`config.mk`:
```
export PLATFORM = sky130hd
export DESIGN_NAME = program_loader
export DESIGN_NICKNAME = d
export VERILOG_FILES = /design/src/rtl/loader_pkg.sv /design/src/rtl/byte_lane_packer.sv /design/src/rtl/program_loader.sv
export SDC_FILE = /design/constraint.sdc
export NUM_CORES = 1
export LEC_CHECK = 0
export BUFFER_PORTS_ARGS = -buffer_cell sky130_fd_sc_hd__buf_2
export CELL_PAD_IN_SITES_DETAIL_PLACEMENT = 0
export CELL_PAD_IN_SITES_GLOBAL_PLACEMENT = 2
export CORE_MARGIN = 2
export CORE_UTILIZATION = 32
export DETAILED_ROUTE_END_ITERATION = 6
export PLACE_DENSITY = 0.84
export SETUP_SLACK_MARGIN = 0.3
export SYNTH_ARGS = -nofsm -noshare
export SYNTH_HDL_FRONTEND = slang
export SYNTH_SLANG_ARGS = --single-unit
export TNS_END_PERCENT = 1
```
`constraint.sdc`:
```
create_clock -name clk -period 2.3 [get_ports clk]
set_clock_uncertainty 0.1 [all_clocks]
set_input_delay 0.23 -clock clk [delete_from_list [all_inputs] [get_ports clk]]
set_output_delay 0.23 -clock clk [all_outputs]
set_load 0.01 [all_outputs]
```
`src/rtl/loader_pkg.sv`:
```
// Shared types and constants for the program loader.
// Holds the loader FSM state type, the number of byte lanes per memory
// word and the number of length-header bytes in a frame.
package loader_pkg;

  typedef enum logic [2:0] {
    IDLE = 3'd0,
    LEN0 = 3'd1,
    LEN1 = 3'd2,
    DATA = 3'd3,
    CSUM = 3'd4,
    DONE = 3'd5
  } loader_state_t;

  localparam int LANES     = 4;
  localparam int LEN_BYTES = 2;

endpackage

```
`src/rtl/byte_lane_packer.sv`:
```
// Byte lane packer: collects stream bytes into a 4-lane little-endian
// word buffer and issues one registered word write per completed word.
// Ports:
//   clk, rst_n      clock, asynchronous active-low reset
//   i_clear         discard any partially filled word
//   i_byte_valid    a payload byte is accepted this cycle
//   i_byte          payload byte
//   i_lane          lane the byte belongs to (byte index [1:0])
//   i_last          this byte is the final payload byte
//   i_word_addr     word-aligned byte address of the word being filled
//   o_we            one-cycle write strobe, the cycle after completion
//   o_be            lanes filled in the written word
//   o_addr          write address
//   o_wdata         write data, unfilled lanes are 0
module byte_lane_packer
  import loader_pkg::*;
#(
  parameter int ADDRESS_WIDTH = 32,
  parameter int DATA_WIDTH    = 32
) (
  input  logic                     clk,
  input  logic                     rst_n,
  input  logic                     i_clear,
  input  logic                     i_byte_valid,
  input  logic [7:0]               i_byte,
  input  logic [1:0]               i_lane,
  input  logic                     i_last,
  input  logic [ADDRESS_WIDTH-1:0] i_word_addr,
  output logic                     o_we,
  output logic [LANES-1:0]         o_be,
  output logic [ADDRESS_WIDTH-1:0] o_addr,
  output logic [DATA_WIDTH-1:0]    o_wdata
);

  logic [DATA_WIDTH-1:0] r_buf;
  logic [LANES-1:0]      r_be;

  logic [DATA_WIDTH-1:0] w_lane_data;
  logic [LANES-1:0]      w_lane_be;
  logic [DATA_WIDTH-1:0] w_buf_next;
  logic [LANES-1:0]      w_be_next;
  logic                  w_complete;

  assign w_lane_data = DATA_WIDTH'(i_byte) << {i_lane, 3'b000};
  assign w_lane_be   = LANES'(1) << i_lane;
  assign w_buf_next  = r_buf | w_lane_data;
  assign w_be_next   = r_be | w_lane_be;
  assign w_complete  = i_byte_valid & ((i_lane == 2'd3) | i_last);

  always_ff @(posedge clk or negedge rst_n) begin
    if (!rst_n) begin
      r_buf   <= '0;
      r_be    <= '0;
      o_we    <= 1'b0;
      o_be    <= '0;
      o_addr  <= '0;
      o_wdata <= '0;
    end else begin
      o_we <= w_complete;
      if (w_complete) begin
        o_be    <= w_be_next;
        o_addr  <= i_word_addr;
        o_wdata <= w_buf_next;
      end else begin
        o_be    <= '0;
        o_addr  <= '0;
        o_wdata <= '0;
      end
      // The buffer empties on the completing edge so the next byte can
      // land in lane 0 without a stall.
      if (i_clear || w_complete) begin
        r_buf <= '0;
        r_be  <= '0;
      end else if (i_byte_valid) begin
        r_buf <= w_buf_next;
        r_be  <= w_be_next;
      end
    end
  end

endmodule

```
`src/rtl/program_loader.sv`:
```
// Program loader: receives a frame LEN[7:0], LEN[15:8], payload, XOR
// checksum over a valid/ready byte stream and writes the payload into
// instruction memory as little-endian 32-bit words starting at BASE_ADDR.
// Ports:
//   clk, rst_n          clock, asynchronous active-low reset
//   start               begins a load when idle
//   in_valid/in_data    byte stream from the host
//   in_ready            loader accepts the byte this cycle
//   mem_we/be/addr/wdata  instruction-memory word write port
//   cpu_hold            holds the CPU in reset while loading
//   busy                loader not idle
//   done                one-cycle end-of-load pulse
//   load_err            sticky result of the last load
//   dbg_state           current FSM state
// Handshake: a byte transfers on a rising edge where in_valid and in_ready
// are both 1; in_valid may drop at any time and the loader simply waits.
module program_loader
  import loader_pkg::*;
#(
  parameter int                     ADDRESS_WIDTH = 32,
  parameter int                     DATA_WIDTH    = 32,
  parameter logic [ADDRESS_WIDTH-1:0] BASE_ADDR   = '0,
  parameter int                     MAX_BYTES     = 256
) (
  input  logic                     clk,
  input  logic                     rst_n,
  input  logic                     start,
  input  logic                     in_valid,
  input  logic [7:0]               in_data,
  output logic                     in_ready,
  output logic                     mem_we,
  output logic [3:0]               mem_be,
  output logic [ADDRESS_WIDTH-1:0] mem_addr,
  output logic [DATA_WIDTH-1:0]    mem_wdata,
  output logic                     cpu_hold,
  output logic                     busy,
  output logic                     done,
  output logic                     load_err,
  output loader_state_t            dbg_state
);

  loader_state_t r_state;
  logic [15:0]   r_len;
  logic [15:0]   r_cnt;
  logic [7:0]    r_csum;
  logic          r_err;

  logic                     w_in_ready;
  logic                     w_fire;
  logic [15:0]              w_len_full;
  logic                     w_last;
  logic                     w_data_byte;
  logic                     w_clear;
  logic [ADDRESS_WIDTH-1:0] w_word_addr;

  assign w_in_ready  = (r_state == LEN0) | (r_state == LEN1) |
                       (r_state == DATA) | (r_state == CSUM);
  assign w_fire      = in_valid & w_in_ready;
  assign w_len_full  = {in_data, r_len[7:0]};
  assign w_last      = (r_cnt == (r_len - 16'd1));
  assign w_data_byte = w_fire & (r_state == DATA);
  assign w_clear     = (r_state == IDLE) & start;
  assign w_word_addr = BASE_ADDR + ADDRESS_WIDTH'({r_cnt[15:2], 2'b00});

  always_ff @(posedge clk or negedge rst_n) begin
    if (!rst_n) begin
      r_state <= IDLE;
      r_len   <= '0;
      r_cnt   <= '0;
      r_csum  <= '0;
      r_err   <= 1'b0;
    end else begin
      case (r_state)
        IDLE: begin
          if (start) begin
            r_state <= LEN0;
            r_len   <= '0;
            r_cnt   <= '0;
            r_csum  <= '0;
            r_err   <= 1'b0;
          end
        end
        LEN0: begin
          if (w_fire) begin
            r_len[7:0] <= in_data;
            r_state    <= LEN1;
          end
        end
        LEN1: begin
          if (w_fire) begin
            r_len <= w_len_full;
            r_cnt <= '0;
            // Oversized images are rejected before any write happens.
            if ({1'b0, w_len_full} > 17'(MAX_BYTES)) begin
              r_err   <= 1'b1;
              r_state <= DONE;
            end else if (w_len_full == 16'd0) begin
              r_state <= CSUM;
            end else begin
              r_state <= DATA;
            end
          end
        end
        DATA: begin
          if (w_fire) begin
            r_csum <= r_csum ^ in_data;
            r_cnt  <= r_cnt + 16'd1;
            if (w_last) r_state <= CSUM;
          end
        end
        CSUM: begin
          if (w_fire) begin
            r_err   <= (in_data != r_csum);
            r_state <= DONE;
          end
        end
        DONE:    r_state <= IDLE;
        default: r_state <= IDLE;
      endcase
    end
  end

  byte_lane_packer #(
    .ADDRESS_WIDTH(ADDRESS_WIDTH),
    .DATA_WIDTH   (DATA_WIDTH)
  ) u_packer (
    .clk         (clk),
    .rst_n       (rst_n),
    .i_clear     (w_clear),
    .i_byte_valid(w_data_byte),
    .i_byte      (in_data),
    .i_lane      (r_cnt[1:0]),
    .i_last      (w_last),
    .i_word_addr (w_word_addr),
    .o_we        (mem_we),
    .o_be        (mem_be),
    .o_addr      (mem_addr),
    .o_wdata     (mem_wdata)
  );

  assign in_ready  = w_in_ready;
  assign busy      = (r_state != IDLE);
  assign cpu_hold  = busy;
  assign done      = (r_state == DONE);
  assign load_err  = r_err;
  assign dbg_state = r_state;

endmodule

```
==> results of run 1 <==
[cells in the mapped netlist, types with 2 or more instances]
cell type  instances  share of area
a21o_1             3         0.0037
a31oi_1            7         0.0073
nand2_1           49          0.030
or3_1              2         0.0021
nand3_1           17          0.014
nor2_1            81          0.050
nor3_1            47          0.039
xnor2_1           34          0.049
o21ai_0           32          0.027
clkbuf_1          27          0.017
and3_1             7         0.0073
a21oi_1           79          0.066
mux2i_1            2         0.0033
nor4_4             2         0.0071
inv_1             29          0.018
a21boi_0           2         0.0025
xor2_1             7          0.010
nand4_1           18          0.019
buf_4             22          0.027
buf_2              6         0.0050
dfrtp_1          131           0.54
ha_1               5          0.010
inv_2              2         0.0012
buf_1              5         0.0031
and2_1             4         0.0041
[metrics by stage]
step / TNS [ns] / std cells / hold slack [ns] / setup WS (ns) / utilization
floorplan: -2.860 / 661 / -0.1656 / -0.05823 / -
global placement: -17.85 / 980 / 0.1252 / -0.2564 / 0.3827
detailed placement: -15.45 / 980 / 0.1244 / -0.2182 / 0.3827
CTS: -12.76 / 1013 / 0.1248 / -0.1907 / 0.4191
global route: -22.63 / 1013 / 0.1687 / -0.3022 / 0.4222
finish: -11.81 / 1013 / 0.1440 / -0.1838 / 0.4222
[power by group through the flow]
stage	registers (mW)	clock network [mW]	logic [mW]
finish	3.03	2.83	3.44
CTS	3.02	2.88	3.42
detailed placement	3.05	0	3.36
global route	3.08	2.99	3.83
floorplan	3.04	0	2.01
global placement	3.04	0	3.32
[timing repair]
item / in CTS / in global routing
pin swaps: 22 / 14
hold buffers: 1 / 0
gates resized for setup: 14 / 13
endpoints found under the setup margin: 107 / 125
hold endpoints to repair: 27 / 0
gates cloned: 0 / 0
[layer usage]
metal	up-vias	track usage	part of all wire
met5	-	0	0
met4	0	0.03737	0.0095
met3	20	0.04252	0.042
met2	141	0.2851	0.49
met1	2432	0.2307	0.46
li1	2397	-	-
[cells in the final DEF, fill, tap and decap left out, types with 4 or more instances in the layout]
master	n
xor2_1	7
nor3_1	43
and3_1	4
a21oi_1	77
and2_1	4
o21ai_0	31
buf_2	69
inv_1	28
dfrtp_1	131
nor2_1	80
clkinv_4	4
clkbuf_16	17
nand4_1	18
buf_4	67
ha_1	4
nand3_1	14
conb_1	18
a31oi_1	6
buf_12	5
buf_6	4
xnor2_1	31
nand2_1	46
[worst max-delay path, stage by stage (launching register included)]
cell and delay, ns:
dfrtp_1 0.41, nor4_4 0.36, nand2_2 0.15, or3_1 0.37
nand4bb_1 0.16, nor4_4 0.08, buf_4 0.16, a31oi_4 0.23
buf_12 0.24, nor2_1 0.09
[cell type report]
cell class / count / area (um^2)
clock inverters: 13 / 173.9
repair buffers: 146 / 1003
flip-flops and latches: 131 / 3278
inverters: 31 / 116.4
fillers: 1782 / 10740
multi-input cells: 439 / 2537
well taps: 234 / 292.8
clock buffers: 19 / 442.9
[cell families after synthesis]
| group | after synthesis |
|---|---|
| compound gates | 135 |
| fa+ha+maj | 5 |
| other cells | 1 |
| xor+xnor | 41 |
| flops | 131 |
| mux | 2 |
| buf+inv | 91 |
| simple gates | 238 |
[sequential cells by signal, summed over array words and instances, names as in the netlist]
register,flops
u_packer.o_wdata,32
u_packer.r_be,4
r_len,16
dbg_state,3
u_packer.r_buf,32
load_err,1
u_packer.o_be,4
r_csum,8
u_packer.o_addr,14
u_packer.o_we,1
r_cnt,16
[how the worst max path moves through the flow]
stage,from,endpoint,slack [ns]
after floorplan,r_len[4],u_packer.r_buf[10],-0.06
after global placement,r_len[1],u_packer.o_wdata[1],-0.26
after detailed placement,r_len[1],u_packer.o_wdata[11],-0.22
after CTS,r_len[6],u_packer.o_wdata[11],-0.19
after global routing,r_len[3],u_packer.o_wdata[11],-0.30
final,r_len[3],u_packer.o_wdata[11],-0.18
==> results.yml, run 1 <==
floorplan:
  floorplan.initialDensity: 0.3247
  rows: 50
  dieArea_mm2: 0.01997
  coreArea_mm2: 0.01858
  die_w_um: 141.3
  ios: 89
  die_y_um: 141.3
min_path:
  holdPathEnd: "u_packer.r_be[3]"
  worst_hold_path_type: "input port to register"
  hold_depth: 3
  min_from: "start"
clocking:
  cts_buffer_depth: 2
  cts_setup_buffers: 0
  clk_latency_ns: 0.42
  clock-root-buffer: "clkbuf_16"
  cts_htree_levels: 4
  cts_made_buffers: 17
  cts.sinks: 131
  path_clk_slew_ns: 0.06
  cts_tree: "built"
route:
  via_per_inst: 4.926
  first_pass_iters: 5
  detail-route-antenna-nets: 0
  wl_um: 16540
  drc: 0
  drtIter0Drc: 363
  wl_per_cell_um: 16.33
  vias: 4990
pwr:
  power.leakage_nw: 3.804
  power.total_mw: 9.303
  combinationalPowerShare: 0.370
  power_frac_seq: 0.326
  pwr-share-clk: 0.304
  power.density_mw_per_mm2: 1186
  peakVddDrop_mv: 0.4888
  switching_share: 0.3600
  p_int_mw: 5.954
  p_switching_mw: 3.349
setup_path:
  cp.arrival_ns: 2.69
  rrSetupSlack_ns: -0.18
  r2r-end: "u_packer.o_wdata[11]"
  cp-end-kind: "register"
  path_max_fanout: 42
  worstSetupPathType: "register to register"
  rr_worst_depth: 9
  timing.rr.start: "r_len[3]"
  worstPathRequired_ns: 2.50
  cp-start-kind: "register"
synth:
  synth_flop_cell: "dfrtp_1"
  synth_seq_area_share: 0.5433
  synthAdderAreaFrac: 0.01037
  synth_cell_types: 49
  syn_inst: 644
  async_flop_share: 1.000
  synth_xor_area_frac: 0.05952
  synth_compound_area_frac: 0.1228
  synth-seq-cells: 131
  synth_edf_count: 0
  syn_area_mm2: 0.006033
  yosys.area_share.simple: 0.1885
  synth_top_family_by_area: "simple AND/OR/NAND/NOR gates"
  yosysWarnings: 0
  avgSynthCellArea_um2: 9.368
  synthMuxAreaShare: 0.003318
timing:
  timing.final.crit_period_ns: 2.484
  rsz0062_at_grt: "yes"
  hold_viol: 0
  setup_slack_ns: -0.1838
  slew_headroom: 0.5908
  setup_viol: 87
  fin_crit_sh: 1.080
  fmax_mhz: 402.6
  worstMarginPinSlew_ns: 0.6118
  finalMaxSlewViolations: 0
placement:
  gpl.final_weighted_congestion: 0.8981
  numPortBuffers: 70
  dpl.hpwl_um: 11290
  placed_cell_area_mm2: 0.007111
outcome:
  status: "finished with violations"
  failed_checks: "negative setup slack"
grt:
  gr-total-overflow: 0
  grtUsageTotal: 0.1723
  grt_pass1_vias: 5131
  grt_pass1_wl_um: 26670
  grt_max_degree: 51
  antenna_found_initial: 0
job:
  maxCapViolations: 0
layout:
  nNetsFinal: 783
  layout-area-overhead-vs-synth_pct: 30.03
  drive_gt1_frac: 0.2670
  diodes: 0
  final_area_mm2: 0.007845
Note: power is estimated with default switching activity, not from simulation.
==> run 2, diff against run 1 <==
- CELL_PAD_IN_SITES_DETAIL_PLACEMENT: 0 -> 1
- CELL_PAD_IN_SITES_GLOBAL_PLACEMENT: 2 -> 1
- CORE_UTILIZATION: 32 -> 41
- GPL_ROUTABILITY_DRIVEN: unset -> 0
- PLACE_DENSITY: 0.84 -> 0.85
- SYNTH_HIERARCHICAL: unset -> 1
==> run 2 against run 1 <==
  * The run still ends with negative setup slack left
  * Combinational power grew 28%
  * Design area rose by 11%
  * First-iteration DRC count decreased by 12%
  * Hold slack worse by 0.052 ns
  * Sequential share of layout area increased by 1.2 points
  * Core utilization is 14 points higher
  * Via count up 12%
  * Global-route usage grew 8.2 points
  * Count of clock-buffer cells in the layout stayed put
  * Setup slack got worse by 0.30 ns
  * Wire length rose by 26%
==> results.yml, run 2 <==
outcome:
  status: "finished with violations"
  failed_checks: "negative setup slack"
placement:
  placed_cells: 991
  numPortBuffers: 88
  dpl.hpwl_um: 12980
  placed_cell_area_mm2: 0.007700
  post-place-ws_ns: -0.5894
pwr:
  power.density_mw_per_mm2: 1209
  pwr-share-clk: 0.259
  combinationalPowerShare: 0.422
  peakVddDrop_mv: 0.7054
  switching_share: 0.3790
  power.leakage_nw: 4.348
  p_switching_mw: 3.973
  p_int_mw: 6.510
  power.total_mw: 10.48
  power_frac_seq: 0.319
layout:
  diodes: 0
  fin_cells: 1033
  regArea_mm2: 0.003732
  biggestRegsByFlops: "u_packer/o_addr (32), u_packer/o_wdata (32), u_packer/r_buf (32)"
  multi_input_area_mm2: 0.002841
  layout.cells.most_common: "dfrtp_1"
  drive_gt1_frac: 0.3297
  n_fill_cell: 1716
  final_area_mm2: 0.008673
  nNetsFinal: 824
  layout_common_cells: "dfrtp_1, nor2_1, buf_2"
  layout-area-overhead-vs-synth_pct: 33.80
timing:
  fin_crit_sh: 1.208
  hold_viol: 0
  rsz0062_at_grt: "yes"
  setup_viol: 90
  finalMaxSlewViolations: 0
  worstMarginPinSlew_ns: 0.9168
  slew_headroom: 0.3875
  setup_slack_ns: -0.4791
  timing.final.crit_period_ns: 2.779
  fin_hold_ws_ns: 0.09201
  fmax_mhz: 359.8
setup_path:
  cp-end-kind: "register"
  path_max_fanout: 9
  rrSetupSlack_ns: -0.48
  cpLargestDelayFamily: "simple AND/OR/NAND/NOR gates"
  rr_worst_depth: 13
  slowest_stage: "dfrtp_1"
  path_cells: "buf_4 > buf_4 > xor2_1 > xnor2_1 > o21ai_0 > nor3_2 > nand3_4 > nor3_4 > buf_6 > nor3_2 > buf_6 > a31oi_2 > nor2_1"
  cp.arrival_ns: 2.99
  cp-start-kind: "register"
  timing.rr.start: "r_len[3]"
  r2r-end: "u_packer/r_buf[2]"
  worstSetupPathType: "register to register"
  slowest_delay_ns: 0.44
  worstPathRequired_ns: 2.52
  crit_buf_inv: 4
clocking:
  path_clk_slew_ns: 0.06
  clock-root-buffer: "clkbuf_16"
  cts_buffer_depth: 2
  cts_htree_levels: 4
  cts.sinks: 149
  cts_made_buffers: 17
  cts_tree: "built"
  clk_latency_ns: 0.43
grt:
  grt_max_degree: 57
  grt_pass1_vias: 6144
  antenna_found_initial: 0
  gr-total-overflow: 0
  grt_pass1_wl_um: 32490
  grtUsageTotal: 0.2548
floorplan:
  rows: 45
  dieArea_mm2: 0.01683
  ios: 89
  die_w_um: 129.7
  die_y_um: 129.7
  floorplan.initialDensity: 0.4233
  coreArea_mm2: 0.01531
route:
  drc: 0
  drtIter0Drc: 321
  vias: 5598
  wl_per_cell_um: 20.16
  wl_um: 20830
  first_pass_iters: 5
  via_per_inst: 5.419
  detail-route-antenna-nets: 0
synth:
  yosysTopAreaCell: "dfrtp_1"
  synth_top_family_by_area: "simple AND/OR/NAND/NOR gates"
  synth_area_leaders: "dfrtp_1, nor2_1, and2_1"
  synth-seq-cells: 149
  syn_area_mm2: 0.006482
  synth_xor_area_frac: 0.04729
  yosysTopAreaCellShare: 0.5752
  syn_inst: 627
  synth_edf_count: 0
  async_flop_share: 1.000
  synth_flop_cell: "dfrtp_1"
  synth_compound_area_frac: 0.1177
  synth_seq_area_share: 0.5752
  synthMuxAreaShare: 0.006176
  avgSynthCellArea_um2: 10.34
  yosys.area_share.simple: 0.2104
  ys_top_cells_by_count: "dfrtp_1, nor2_1, nand2_1"
  synthAdderAreaFrac: 0.005790
  synth_cell_types: 58
  synth_most_common_cell: "dfrtp_1"
  yosysWarnings: 6
min_path:
  holdPathEnd: "r_len[4]"
  hold_depth: 2
  worst_hold_path_type: "input port to register"
  min_from: "in_data[4]"
job:
  maxCapViolations: 0
## run 2: changes by cell type after synthesis, sizes merged, moves of 8 or more
cell and change:
nor3 -33, and2 +41, xnor2 -20, xor2 +14, nor2 +12, nor2b +8
dfrtp +18, a31oi +17, inv -16, buf -19, a21oi -32, nand4 -17
clkbuf -13, a22o +10
## run 2: cell families (layout without fill, tap and decap cells)
logic type      Yosys count  after routing
flops                   149            149
buf+inv                  43            221
compound gates          125            125
other cells               1             18
xor+xnor                 35             35
simple gates            267            267
fa+ha+maj                 3              3
mux                       4              4
## run 2: cell type report
cell class	count	share of cell area
clock inverters	13	0.01414
flip-flops and latches	149	0.4303
inverters	15	0.007213
well taps	211	0.03044
clock buffers	19	0.05222
multi-input cells	452	0.3276
repair buffers	174	0.1381
## run 2: how the worst max path moves through the flow
| stage | slack, ns | startpoint | to | cells past startpoint |
|---|---|---|---|---|
| floorplan | -0.30 | r_len[3] | u_packer/o_addr[10] | 11 |
| global placement | -0.38 | r_len[1] | u_packer/o_addr[10] | 11 |
| detailed placement | -0.59 | r_len[5] | u_packer/r_buf[17] | 10 |
| CTS | -0.35 | r_len[2] | u_packer/r_buf[13] | 11 |
| global route | -0.58 | r_len[5] | u_packer/r_buf[14] | 11 |
| finish | -0.48 | r_len[3] | u_packer/r_buf[2] | 13 |
## run 2: power groups by stage
stage / combinational, mW / clock [mW] / sequential, mW
floorplan: 2.08 / 0 / 3.30
global placement: 3.23 / 0 / 3.29
detailed placement: 3.46 / 0 / 3.33
CTS: 3.94 / 2.76 / 3.30
global route: 4.72 / 2.87 / 3.37
finish: 4.42 / 2.72 / 3.34
## run 2: routing by layer
metal,up-vias,GRT usage,part of all wire
li1,2471,-,-
met1,2821,0.2842,0.38
met2,231,0.4610,0.53
met3,75,0.05863,0.053
met4,0,0.1195,0.038
met5,-,0,0
## run 2: through the flow
step	util	setup TNS (ns)
CTS	0.5536	-25.58
global placement	0.5028	-29.72
detailed placement	0.5028	-42.63
global route	0.5663	-46.22
floorplan	-	-20.22
finish	0.5663	-36.45
## run 2: repair_timing
item                       CTS  global route
gates cloned                 0             0
pin swaps                   17            31
hold buffers                 1             0
buffers inserted             7             2
setup endpoints to repair  121           122
hold endpoints to repair    41             0
resized for setup           31            47
==> run 3, diff against run 2 <==
- SKIP_LAST_GASP: unset -> 1
==> run 3 against run 2 <==
  * The flow still finishes with violations (negative setup slack)
  * Via count is 0.52% lower
  * Wire length is 0.57% higher
  * Maximum frequency is 1.7% lower
  * Count of clock-buffer cells in the layout stayed put
  * Clock power hardly changed
  * Core utilization stayed put
  * Register-to-register slack worse by 0.05 ns
  * Critical path depth stayed put
  * Sequential power hardly changed
  * Highest routed layer unchanged
==> results.yml, run 3 (synthesis results as in run 2) <==
setup_path:
  crit_start: "r_len[3]"
  crit_buf_inv: 4
  setup.worst_path.end: "u_packer/r_buf[22]"
  slowest_delay_ns: 0.45
  cp-end-kind: "register"
  path_max_fanout: 5
  worstSetupPathType: "register to register"
  slowest_stage: "dfrtp_1"
  critical_path_depth: 13
  cp.arrival_ns: 3.04
  rr_worst_depth: 13
  r2r-end: "u_packer/r_buf[22]"
  timing.rr.start: "r_len[3]"
  cp_common_cell: "buf_4"
  path_cells: "nor4_4 > buf_4 > nand2_2 > xnor2_2 > nor3_2 > buf_4 > nand3_4 > nor3_4 > buf_6 > buf_4 > nor2_4 > a31oi_4 > nor2_1"
  cpLargestDelayFamily: "simple AND/OR/NAND/NOR gates"
  worstPathRequired_ns: 2.51
  rrSetupSlack_ns: -0.53
  cp-start-kind: "register"
layout:
  drive_gt1_frac: 0.3172
  nNetsFinal: 831
  layout.cells.most_common: "dfrtp_1"
  final_area_mm2: 0.008673
  layout_common_cells: "dfrtp_1, nor2_1, buf_2"
  diodes: 0
  multi_input_area_mm2: 0.002831
  biggestRegsByFlops: "u_packer/o_addr (32), u_packer/o_wdata (32), u_packer/r_buf (32)"
  regArea_mm2: 0.003730
  layout-area-overhead-vs-synth_pct: 33.80
  n_fill_cell: 1739
timing:
  rsz0062_at_grt: "yes"
  setup_viol: 90
  hold_viol: 0
  setup_slack_ns: -0.5259
  worstMarginPinSlew_ns: 0.7476
  timing.final.crit_period_ns: 2.826
  finalMaxSlewViolations: 0
  fin_crit_sh: 1.229
  slew_headroom: 0.5006
  fmax_mhz: 353.9
pwr:
  power.leakage_nw: 4.392
  peakVddDrop_mv: 0.6449
  power.total_mw: 10.53
  power.density_mw_per_mm2: 1214
route:
  drc: 0
  first_pass_iters: 5
  detail-route-antenna-nets: 0
  via_per_inst: 5.355
  drtIter0Drc: 360
  wl_per_cell_um: 20.14
  wl_um: 20940
  vias: 5569
clocking:
  path_clk_slew_ns: 0.07
  clk_latency_ns: 0.43
  cts_htree_levels: 4
  cts_buffer_depth: 2
  clock-root-buffer: "clkbuf_16"
  cts_tree: "built"
  cts.sinks: 149
  cts_made_buffers: 17
outcome:
  failed_checks: "negative setup slack"
  status: "finished with violations"
grt:
  grt_pass1_wl_um: 31630
  gr-usage-met2: 0.4450
  grt_busiest_layer: "met2"
  global_route.usage.met1: 0.2796
  gr-total-overflow: 0
  grtUsageTotal: 0.2479
  use_met3: 0.05371
  antenna_found_initial: 0
  grt_max_degree: 57
  grt_pass1_vias: 6057
floorplan:
  die_w_um: 129.7
  ios: 89
  floorplan.initialDensity: 0.4233
  die_y_um: 129.7
  dieArea_mm2: 0.01683
  coreArea_mm2: 0.01531
  rows: 45
min_path:
  worst_hold_path_type: "input port to register"
placement:
  numPortBuffers: 88
  dpl.hpwl_um: 12980
  placed_cell_area_mm2: 0.007700
job:
  maxCapViolations: 0
-- run 3: final cells by class --
cell class                 count  share of cell area
inverter                      15            0.006780
tap                          211             0.03044
multi-input combinational    453              0.3265
clock inverter                13             0.01414
timing repair buffer         180              0.1399
sequential                   149              0.4300
clock buffer                  19             0.05222
-- run 3: how the worst min path moves through the flow --
stage | start | to | slack [ns] | cells past startpoint
global route | in_data[4] | r_len[4] | 0.09 | 2
global placement | rst_n | u_packer/o_addr[25] | 0.07 | 1
detailed placement | rst_n | u_packer/o_addr[25] | 0.09 | 1
floorplan | rst_n | dbg_state[0] | -0.17 | 0
CTS | in_data[4] | r_len[4] | 0.06 | 2
finish | in_data[3] | u_packer/o_wdata[27] | 0.10 | 3
-- run 3: per-layer routing --
metal  routed length, um  vias up
met5                   0        -
met4                 531        0
met3                 997       47
met2               11250      206
met1                8167     2826
li1                    -     2490
-- run 3: what timing repair did --
action,CTS,global route
hold endpoints to repair,41,0
pin swaps,8,12
hold buffers,1,0
endpoints found under the setup margin,121,123
gates resized for setup,20,31
gates cloned,0,4
setup buffers,7,5
-- run 3: per-stage QoR --
stage	setup WS (ns)	hold WS, ns	TNS [ns]	instances	util
after floorplan	-0.3048	-0.1656	-20.22	644	-
after global placement	-0.3845	0.07055	-29.72	991	0.5028
after detailed placement	-0.5894	0.08807	-42.63	991	0.5028
after CTS	-0.3650	0.05582	-28.57	1031	0.5508
after global routing	-0.6222	0.08844	-47.72	1040	0.5663
final	-0.5259	0.1009	-38.14	1040	0.5663
-- run 3: report_power, final --
group | switching (mW) | leakage (nW) | internal (mW)
Combinational | 2.48 | 2.07 | 1.96
Sequential | 0.376 | 2.05 | 2.97
Clock | 1.18 | 0.278 | 1.56
-- run 3: tightest hold or removal path, cell delays in order --
cell	delay, ns
buf_2	0.17
a21oi_1	0.15
nor2_1	0.05
